==> src/rtl/wdg_apb4_seq.sv <==
// wdg_apb4_seq: APB4 master sequencer in front of the watchdog register file.
// Up to NUM_REQ requesters each post one protected operation (FEED, CMP, CTRL
// or PSCR). A round-robin arbiter picks one. The sequencer then issues
// back-to-back APB4 writes: a KEY unlock write before every protected write.
//
// Ports:
//   clk_i, rst_n_i  clock and asynchronous active-low reset
//   req_i           per-requester level request (sampled only in IDLE)
//   op_i            2 bits per requester: 0 FEED, 1 CMP, 2 CTRL, 3 PSCR
//   wdata_i         32 bits per requester (ignored for FEED)
//   gnt_o           one-hot pulse in the first SETUP cycle; op has been captured
//   done_o, err_o   one-hot completion pulse, with error flag (pslverr/timeout)
//   busy_o          high from the grant cycle through the done cycle
//   paddr_o .. pwdata_o, pready_i, pslverr_i   APB4 master (writes only)
//   dbg_state_o     current FSM state (IDLE=0, SETUP=1, ACCESS=2, DONE=3)
//
// Handshake: a requester holds req_i with a stable op_i/wdata_i until it sees
// its gnt_o bit. It then drops req_i within one cycle, or a new request is
// assumed. A transfer completes in an ACCESS cycle where pready_i is 1.
// pslverr_i is only looked at in that cycle.
module wdg_apb4_seq #(
  parameter int          NUM_REQ = 4,
  parameter int          ADDR_W  = 12,
  parameter int          TIMEOUT = 16,
  parameter logic [31:0] KEY_VAL = 32'h5F37_59DF
) (
  input  logic                  clk_i,
  input  logic                  rst_n_i,
  input  logic [NUM_REQ-1:0]    req_i,
  input  logic [2*NUM_REQ-1:0]  op_i,
  input  logic [32*NUM_REQ-1:0] wdata_i,
  output logic [NUM_REQ-1:0]    gnt_o,
  output logic [NUM_REQ-1:0]    done_o,
  output logic                  err_o,
  output logic                  busy_o,
  output logic [ADDR_W-1:0]     paddr_o,
  output logic                  psel_o,
  output logic                  penable_o,
  output logic                  pwrite_o,
  output logic [31:0]           pwdata_o,
  input  logic                  pready_i,
  input  logic                  pslverr_i,
  output logic [1:0]            dbg_state_o
);

  localparam int PW = (NUM_REQ > 1) ? $clog2(NUM_REQ) : 1;
  localparam int TW = (TIMEOUT > 2) ? $clog2(TIMEOUT) : 1;
  localparam logic [TW-1:0] TMO_LAST = TW'((TIMEOUT > 0) ? TIMEOUT - 1 : 0);

  localparam logic [ADDR_W-1:0] A_CTRL = ADDR_W'(12'h000);
  localparam logic [ADDR_W-1:0] A_PSCR = ADDR_W'(12'h004);
  localparam logic [ADDR_W-1:0] A_CMP  = ADDR_W'(12'h00C);
  localparam logic [ADDR_W-1:0] A_KEY  = ADDR_W'(12'h014);
  localparam logic [ADDR_W-1:0] A_FEED = ADDR_W'(12'h018);

  localparam logic [1:0] OP_FEED = 2'd0;
  localparam logic [1:0] OP_CMP  = 2'd1;
  localparam logic [1:0] OP_CTRL = 2'd2;

  typedef enum logic [1:0] {IDLE = 2'd0, SETUP = 2'd1, ACCESS = 2'd2, DONE = 2'd3} state_t;

  state_t        state;
  logic [PW-1:0] ptr;
  logic [PW-1:0] owner;
  logic [1:0]    op_q;
  logic [31:0]   wdata_q;
  logic [1:0]    step;
  logic [TW-1:0] tmo_cnt;

  logic [PW-1:0] pick;
  logic          pick_vld;

  assign dbg_state_o = state;
  assign pwrite_o    = psel_o;

  // Even steps are always the KEY unlock. Odd steps are the target write.
  // FEED runs two pairs: FEED=1 then FEED=0, so the counter hold is released.
  function automatic logic [ADDR_W-1:0] step_addr(input logic [1:0] op, input logic [1:0] k);
    if (!k[0]) return A_KEY;
    case (op)
      OP_FEED: return A_FEED;
      OP_CMP:  return A_CMP;
      OP_CTRL: return A_CTRL;
      default: return A_PSCR;
    endcase
  endfunction

  function automatic logic [31:0] step_data(input logic [1:0] op, input logic [1:0] k,
                                            input logic [31:0] wd);
    if (!k[0]) return KEY_VAL;
    if (op == OP_FEED) return {31'd0, ~k[1]};
    return wd;
  endfunction

  // Round-robin: first requesting index at or after ptr, wrapping.
  always_comb begin
    logic [PW:0] sum;
    pick     = '0;
    pick_vld = 1'b0;
    sum      = '0;
    for (int i = 0; i < NUM_REQ; i++) begin
      sum = {1'b0, ptr} + (PW+1)'(i);
      if (sum >= (PW+1)'(NUM_REQ)) sum = sum - (PW+1)'(NUM_REQ);
      if (!pick_vld && req_i[sum[PW-1:0]]) begin
        pick_vld = 1'b1;
        pick     = sum[PW-1:0];
      end
    end
  end

  always_ff @(posedge clk_i or negedge rst_n_i) begin
    if (!rst_n_i) begin
      state     <= IDLE;
      ptr       <= '0;
      owner     <= '0;
      op_q      <= '0;
      wdata_q   <= '0;
      step      <= '0;
      tmo_cnt   <= '0;
      gnt_o     <= '0;
      done_o    <= '0;
      err_o     <= 1'b0;
      busy_o    <= 1'b0;
      paddr_o   <= '0;
      psel_o    <= 1'b0;
      penable_o <= 1'b0;
      pwdata_o  <= '0;
    end else begin
      gnt_o  <= '0;
      done_o <= '0;
      err_o  <= 1'b0;
      case (state)
        IDLE: begin
          if (pick_vld) begin
            owner     <= pick;
            op_q      <= op_i[{pick, 1'b0} +: 2];
            wdata_q   <= wdata_i[{pick, 5'b0} +: 32];
            step      <= '0;
            gnt_o     <= NUM_REQ'(1) << pick;
            busy_o    <= 1'b1;
            psel_o    <= 1'b1;
            penable_o <= 1'b0;
            paddr_o   <= A_KEY;
            pwdata_o  <= KEY_VAL;
            state     <= SETUP;
          end
        end
        SETUP: begin
          tmo_cnt   <= '0;
          penable_o <= 1'b1;
          state     <= ACCESS;
        end
        ACCESS: begin
          if (pready_i) begin
            if (pslverr_i || step == ((op_q == OP_FEED) ? 2'd3 : 2'd1)) begin
              // A slave error skips whatever steps remain.
              psel_o    <= 1'b0;
              penable_o <= 1'b0;
              done_o    <= NUM_REQ'(1) << owner;
              err_o     <= pslverr_i;
              state     <= DONE;
            end else begin
              step      <= step + 2'd1;
              paddr_o   <= step_addr(op_q, step + 2'd1);
              pwdata_o  <= step_data(op_q, step + 2'd1, wdata_q);
              penable_o <= 1'b0;
              state     <= SETUP;
            end
          end else if (TIMEOUT != 0 && tmo_cnt == TMO_LAST) begin
            psel_o    <= 1'b0;
            penable_o <= 1'b0;
            done_o    <= NUM_REQ'(1) << owner;
            err_o     <= 1'b1;
            state     <= DONE;
          end else begin
            tmo_cnt <= tmo_cnt + TW'(1);
          end
        end
        default: begin // DONE
          busy_o <= 1'b0;
          ptr    <= (owner == PW'(NUM_REQ - 1)) ? '0 : owner + PW'(1);
          state  <= IDLE;
        end
      endcase
    end
  end

endmodule

==> config.mk <==
export PLATFORM = sky130hd
export DESIGN_NAME = wdg_apb4_seq
export DESIGN_NICKNAME = d
export VERILOG_FILES = /design/src/rtl/wdg_apb4_seq.sv
export SDC_FILE = /design/constraint.sdc
export NUM_CORES = 1
export LEC_CHECK = 0
export CAP_MARGIN = 20
export CORE_UTILIZATION = 46
export DETAILED_ROUTE_END_ITERATION = 8
export GPL_TIMING_DRIVEN = 0
export PLACE_DENSITY = 0.84
export RECOVER_POWER = 50
export SLEW_MARGIN = 10
export SYNTH_ARGS = -nofsm -noshare
export SYNTH_HDL_FRONTEND = slang
export SYNTH_SLANG_ARGS = --single-unit
==> constraint.sdc <==
create_clock -name clk_i -period 4.8 [get_ports clk_i]
set_input_delay 0.96 -clock clk_i [delete_from_list [all_inputs] [get_ports clk_i]]
set_output_delay 0.96 -clock clk_i [all_outputs]
set_load 0.01 [all_outputs]
==> metrics.txt <==
# TYPE chip_impl_metric gauge
chip_impl_metric{name="timing.setup.tns",unit="ps"} 0
chip_impl_metric{name="cts.sink_count",unit=""} 93
chip_impl_metric{name="critPathRequiredTime",unit="ps"} 5010
chip_impl_metric{name="worst_ep_arrival_time",unit="ps"} 3700
chip_impl_info{name="most_frequent_standard_cell_in_the_layout_excluding_fill_and_tap_cells",value="sky130_fd_sc_hd__clkdlybuf4s50_1"} 1
chip_impl_metric{name="grt.met3_usage",unit="%"} 5.153
chip_impl_metric{name="ys_seq_elements",unit=""} 93
chip_impl_metric{name="synth_area_per_cell",unit="µm²"} 10.91
chip_impl_metric{name="fillCellCount",unit=""} 743
chip_impl_metric{name="drv.max_cap_violation_count",unit=""} 1
chip_impl_metric{name="core_region_area",unit="µm²"} 9819
chip_impl_metric{name="timing.final.crit_share",unit="%"} 72.74
chip_impl_metric{name="number_of_endpoints_with_negative_hold_slack_in_the_final_report",unit=""} 0
chip_impl_metric{name="cp_max_fo",unit=""} 10
chip_impl_info{name="cp-start-kind",value="primary input"} 1
chip_impl_metric{name="synth.yosys.warnings",unit=""} 0
chip_impl_metric{name="slew_viol_final",unit=""} 47
chip_impl_metric{name="drtAntennaViolNets",unit=""} 0
chip_impl_metric{name="design.final.nets",unit=""} 798
chip_impl_metric{name="cts_setup_buffers",unit=""} 0
chip_impl_info{name="worst_hold_path_type",value="reg2reg"} 1
chip_impl_metric{name="grt_usage",unit="%"} 27.07
chip_impl_metric{name="overflow",unit=""} 0
chip_impl_info{name="critical_path_class",value="in2reg"} 1
chip_impl_metric{name="drcViolationCount",unit=""} 0
chip_impl_metric{name="clk_pin_slew_worst_paths",unit="ps"} 80
chip_impl_metric{name="placedInstanceArea",unit="µm²"} 6855
chip_impl_metric{name="area.sequential",unit="µm²"} 2327
chip_impl_info{name="status",value="complete, but fails checks"} 1
chip_impl_info{name="failed_checks",value="capacitance limit, slew limit"} 1
chip_impl_metric{name="ir_worst_vdd",unit="V"} 0.0002830
chip_impl_metric{name="gp_congestion",unit=""} 0.8294
chip_impl_metric{name="fin_util",unit="%"} 71.85
chip_impl_metric{name="antenna_violations_before_repair",unit=""} 0
chip_impl_metric{name="layout-area-overhead-vs-synth",unit="%"} 50.05
chip_impl_metric{name="dieHeight",unit="µm"} 103.1
chip_impl_metric{name="detail_route.iter0.violations",unit=""} 126
chip_impl_metric{name="fp-row-count",unit=""} 36
chip_impl_metric{name="cts_max_path_buffers",unit=""} 2
chip_impl_metric{name="power_density",unit="nW/µm²"} 538.5
chip_impl_info{name="cts_tree",value="yes"} 1
chip_impl_metric{name="total_clock_buffers_created_by_cts",unit=""} 9
chip_impl_metric{name="measured_slew_at_the_worst_slew_check_pin",unit="ps"} 2589
chip_impl_info{name="clk_root_buffer_cell",value="sky130_fd_sc_hd__clkbuf_8"} 1
chip_impl_metric{name="multi_input_comb_area",unit="µm²"} 2136
chip_impl_metric{name="max_freq",unit="GHz"} 0.2864
chip_impl_metric{name="router_iterations_before_antenna_repair",unit=""} 4
chip_impl_metric{name="antenna_cells",unit=""} 0
chip_impl_metric{name="routed-via-count",unit=""} 4241
chip_impl_metric{name="cellLeakagePower",unit="µW"} 0.003173
chip_impl_metric{name="synth_cell_area",unit="µm²"} 4702
chip_impl_metric{name="synthCells",unit=""} 431
chip_impl_metric{name="timing.final.crit_period",unit="ps"} 3492
chip_impl_metric{name="cts.hold.buffers_added",unit=""} 0
chip_impl_metric{name="met1_usage",unit="%"} 33.33
chip_impl_metric{name="grt_pass1_wl",unit="µm"} 21510
chip_impl_metric{name="cts_htree_levels",unit=""} 3
chip_impl_metric{name="die_footprint",unit="µm²"} 10630
chip_impl_metric{name="synth-seq-area-share",unit="%"} 49.49
chip_impl_metric{name="final_design_area_no_fill",unit="µm²"} 7056
chip_impl_metric{name="chipWidth",unit="µm"} 103.1
chip_impl_metric{name="buffer_ports.inserted",unit=""} 193
chip_impl_info{name="grt-busiest-layer",value="met2"} 1
chip_impl_metric{name="routed_wirelength",unit="µm"} 13690
chip_impl_metric{name="clkLatencyLatePin",unit="ps"} 360
chip_impl_metric{name="grt_util_met2",unit="%"} 46.51
chip_impl_metric{name="finalSetupViolCount",unit=""} 0
chip_impl_info{name="final_cell_mix",value="178 x sky130_fd_sc_hd__clkdlybuf4s50_1, 93 x sky130_fd_sc_hd__dfrtp_1, 73 x sky130_fd_sc_hd__nand2_1"} 1
chip_impl_metric{name="slew_headroom",unit="%"} -72.61
chip_impl_metric{name="io-pin-count",unit=""} 203
chip_impl_info{name="critPathCaptureType",value="flip-flop"} 1
chip_impl_metric{name="grt_pass1_vias",unit=""} 4375
chip_impl_metric{name="route.detailed.vias_per_inst",unit=""} 5.423
chip_impl_metric{name="drt-wirelength-per-cell",unit="µm"} 17.51
chip_impl_metric{name="initial_core_utilization",unit="%"} 47.88
chip_impl_metric{name="hpwlAfterDp",unit="µm"} 10530
chip_impl_info{name="rsz0062_at_grt",value="false"} 1
chip_impl_metric{name="drive_gt1_share",unit="%"} 7.242
chip_impl_metric{name="maximum_number_of_pins_on_one_net_before_global_route_repair",unit=""} 48
chip_impl_metric{name="final.setup_skew",unit="ps"} 8.910
chip_impl_metric{name="yosysUniqueCellTypes",unit=""} 36
chip_impl_metric{name="cts_resized",unit=""} 0
-- synth_stat cells --
| master | n | area share, % |
|---|---|---|
| sky130_fd_sc_hd__o22a_1 | 1 | 0.19 |
| sky130_fd_sc_hd__buf_2 | 14 | 1.5 |
| sky130_fd_sc_hd__a31oi_4 | 1 | 0.45 |
| sky130_fd_sc_hd__a21boi_0 | 1 | 0.16 |
| sky130_fd_sc_hd__o21ai_0 | 17 | 1.8 |
| sky130_fd_sc_hd__a22o_1 | 11 | 2.0 |
| sky130_fd_sc_hd__a32oi_1 | 1 | 0.19 |
| sky130_fd_sc_hd__buf_4 | 10 | 1.6 |
| sky130_fd_sc_hd__nor2b_1 | 2 | 0.27 |
| sky130_fd_sc_hd__clkbuf_2 | 1 | 0.11 |
| sky130_fd_sc_hd__or3_4 | 1 | 0.24 |
| sky130_fd_sc_hd__inv_1 | 11 | 0.88 |
| sky130_fd_sc_hd__ha_1 | 10 | 2.7 |
| sky130_fd_sc_hd__o31ai_1 | 3 | 0.48 |
| sky130_fd_sc_hd__or3b_2 | 1 | 0.19 |
| sky130_fd_sc_hd__buf_6 | 1 | 0.24 |
| sky130_fd_sc_hd__or2_1 | 1 | 0.13 |
| sky130_fd_sc_hd__a21oi_1 | 3 | 0.32 |
| sky130_fd_sc_hd__nor4_2 | 2 | 0.53 |
| sky130_fd_sc_hd__o221ai_1 | 36 | 6.7 |
| sky130_fd_sc_hd__and2_1 | 7 | 0.93 |
| sky130_fd_sc_hd__nor2_1 | 11 | 0.88 |
| sky130_fd_sc_hd__a21o_1 | 1 | 0.16 |
| sky130_fd_sc_hd__dfrtp_1 | 93 | 49 |
| sky130_fd_sc_hd__clkbuf_1 | 11 | 0.88 |
| sky130_fd_sc_hd__a31oi_1 | 1 | 0.13 |
| sky130_fd_sc_hd__and3_1 | 3 | 0.40 |
| sky130_fd_sc_hd__buf_1 | 1 | 0.080 |
| sky130_fd_sc_hd__nand2_1 | 73 | 5.8 |
| sky130_fd_sc_hd__nand3_1 | 2 | 0.21 |
| sky130_fd_sc_hd__o21a_1 | 1 | 0.16 |
| sky130_fd_sc_hd__mux2i_1 | 71 | 15 |
| sky130_fd_sc_hd__a2bb2oi_1 | 22 | 4.1 |
| sky130_fd_sc_hd__conb_1 | 1 | 0.080 |
| sky130_fd_sc_hd__nand2b_1 | 3 | 0.40 |
| sky130_fd_sc_hd__mux2_2 | 2 | 0.48 |
-- routing by layer --
| metal | vias to the layer above | wire length (µm) |
|---|---|---|
| met3 | 29 | 729 |
| li1 | 1974 | - |
| met4 | 0 | 329 |
| met5 | - | 0 |
| met2 | 173 | 7006 |
| met1 | 2065 | 5626 |
-- area by class of cell --
type	count	area share [%]
Inverter	11	0.5852
Sequential cell	93	32.98
Buffer	38	2.926
Tap cell	133	2.359
Multi-Input combinational cell	297	30.27
Timing Repair Buffer	194	27.68
Clock buffer	11	2.004
Clock inverter	5	1.188
-- flip-flops by register name (all words and copies together) (netlist names) --
name	cells
gnt_o	4
op_q	2
owner	2
step	2
busy_o	1
err_o	1
tmo_cnt	4
paddr_o	3
pwdata_o	32
done_o	4
dbg_state_o	2
ptr	2
psel_o	1
penable_o	1
wdata_q	32
-- cell families (layout without fill, tap and decap cells) --
logic type	count (synthesis)	count (layout)	synth area share (%)
AO/OA/AOI/OAI	99	99	16.90
adder cells (fa/ha/maj)	10	10	2.661
buffers and inverters	49	259	5.269
flip-flops	93	93	49.49
multiplexers	73	73	15.59
other	1	9	0.07975
AND/OR/NAND/NOR	106	106	10.01
-- where the power goes --
part	switching (µW)	total, µW	internal (µW)	leakage, µW
combinational	961	1900	938	0.00196
clock	278	587	309	0.000106
sequential	208	1310	1100	0.00111
-- path summary, 6_finish.rpt --
path / from / end / slack (ps) / depth (start not counted)
setup / recovery: req_i[3] / wdata_q[19]$_DFFE_PN0P_ / 1310 / 6
hold / removal: wdata_q[7]$_DFFE_PN0P_ / wdata_q[7]$_DFFE_PN0P_ / 500 / 2
setup reg to reg: dbg_state_o[0]$_DFFE_PN0P_ / pwdata_o[24]$_DFFE_PN0P_ / 2200 / 7
hold reg to reg: wdata_q[7]$_DFFE_PN0P_ / wdata_q[7]$_DFFE_PN0P_ / 500 / 2
max in group asynchronous: rst_n_i / wdata_q[7]$_DFFE_PN0P_ / 1930 / 1
min in group asynchronous: rst_n_i / done_o[3]$_DFF_PN0_ / 1400 / 1
-- critical path, stage by stage --
cell and delay [ps]:
sky130_fd_sc_hd__dlygate4sd3_1 620, sky130_fd_sc_hd__nor4_1 740, sky130_fd_sc_hd__nor2b_1 270, sky130_fd_sc_hd__nand2_1 440, sky130_fd_sc_hd__clkbuf_1 480, sky130_fd_sc_hd__o221ai_1 190
-- stage by stage --
stage	std cells	setup WS, ps	power, µW	hold WS, ps
6_report	782	1308	3799	500.3
5_1_grt	782	1138	4049	523.1
3_3_place_gp	765	-480.2	3173	472.8
3_5_place_dp	766	1351	3243	477.6
2_1_floorplan	439	2526	2427	455.7
4_1_cts	782	1723	3838	499.0
(Power assumes the default switching activity.)
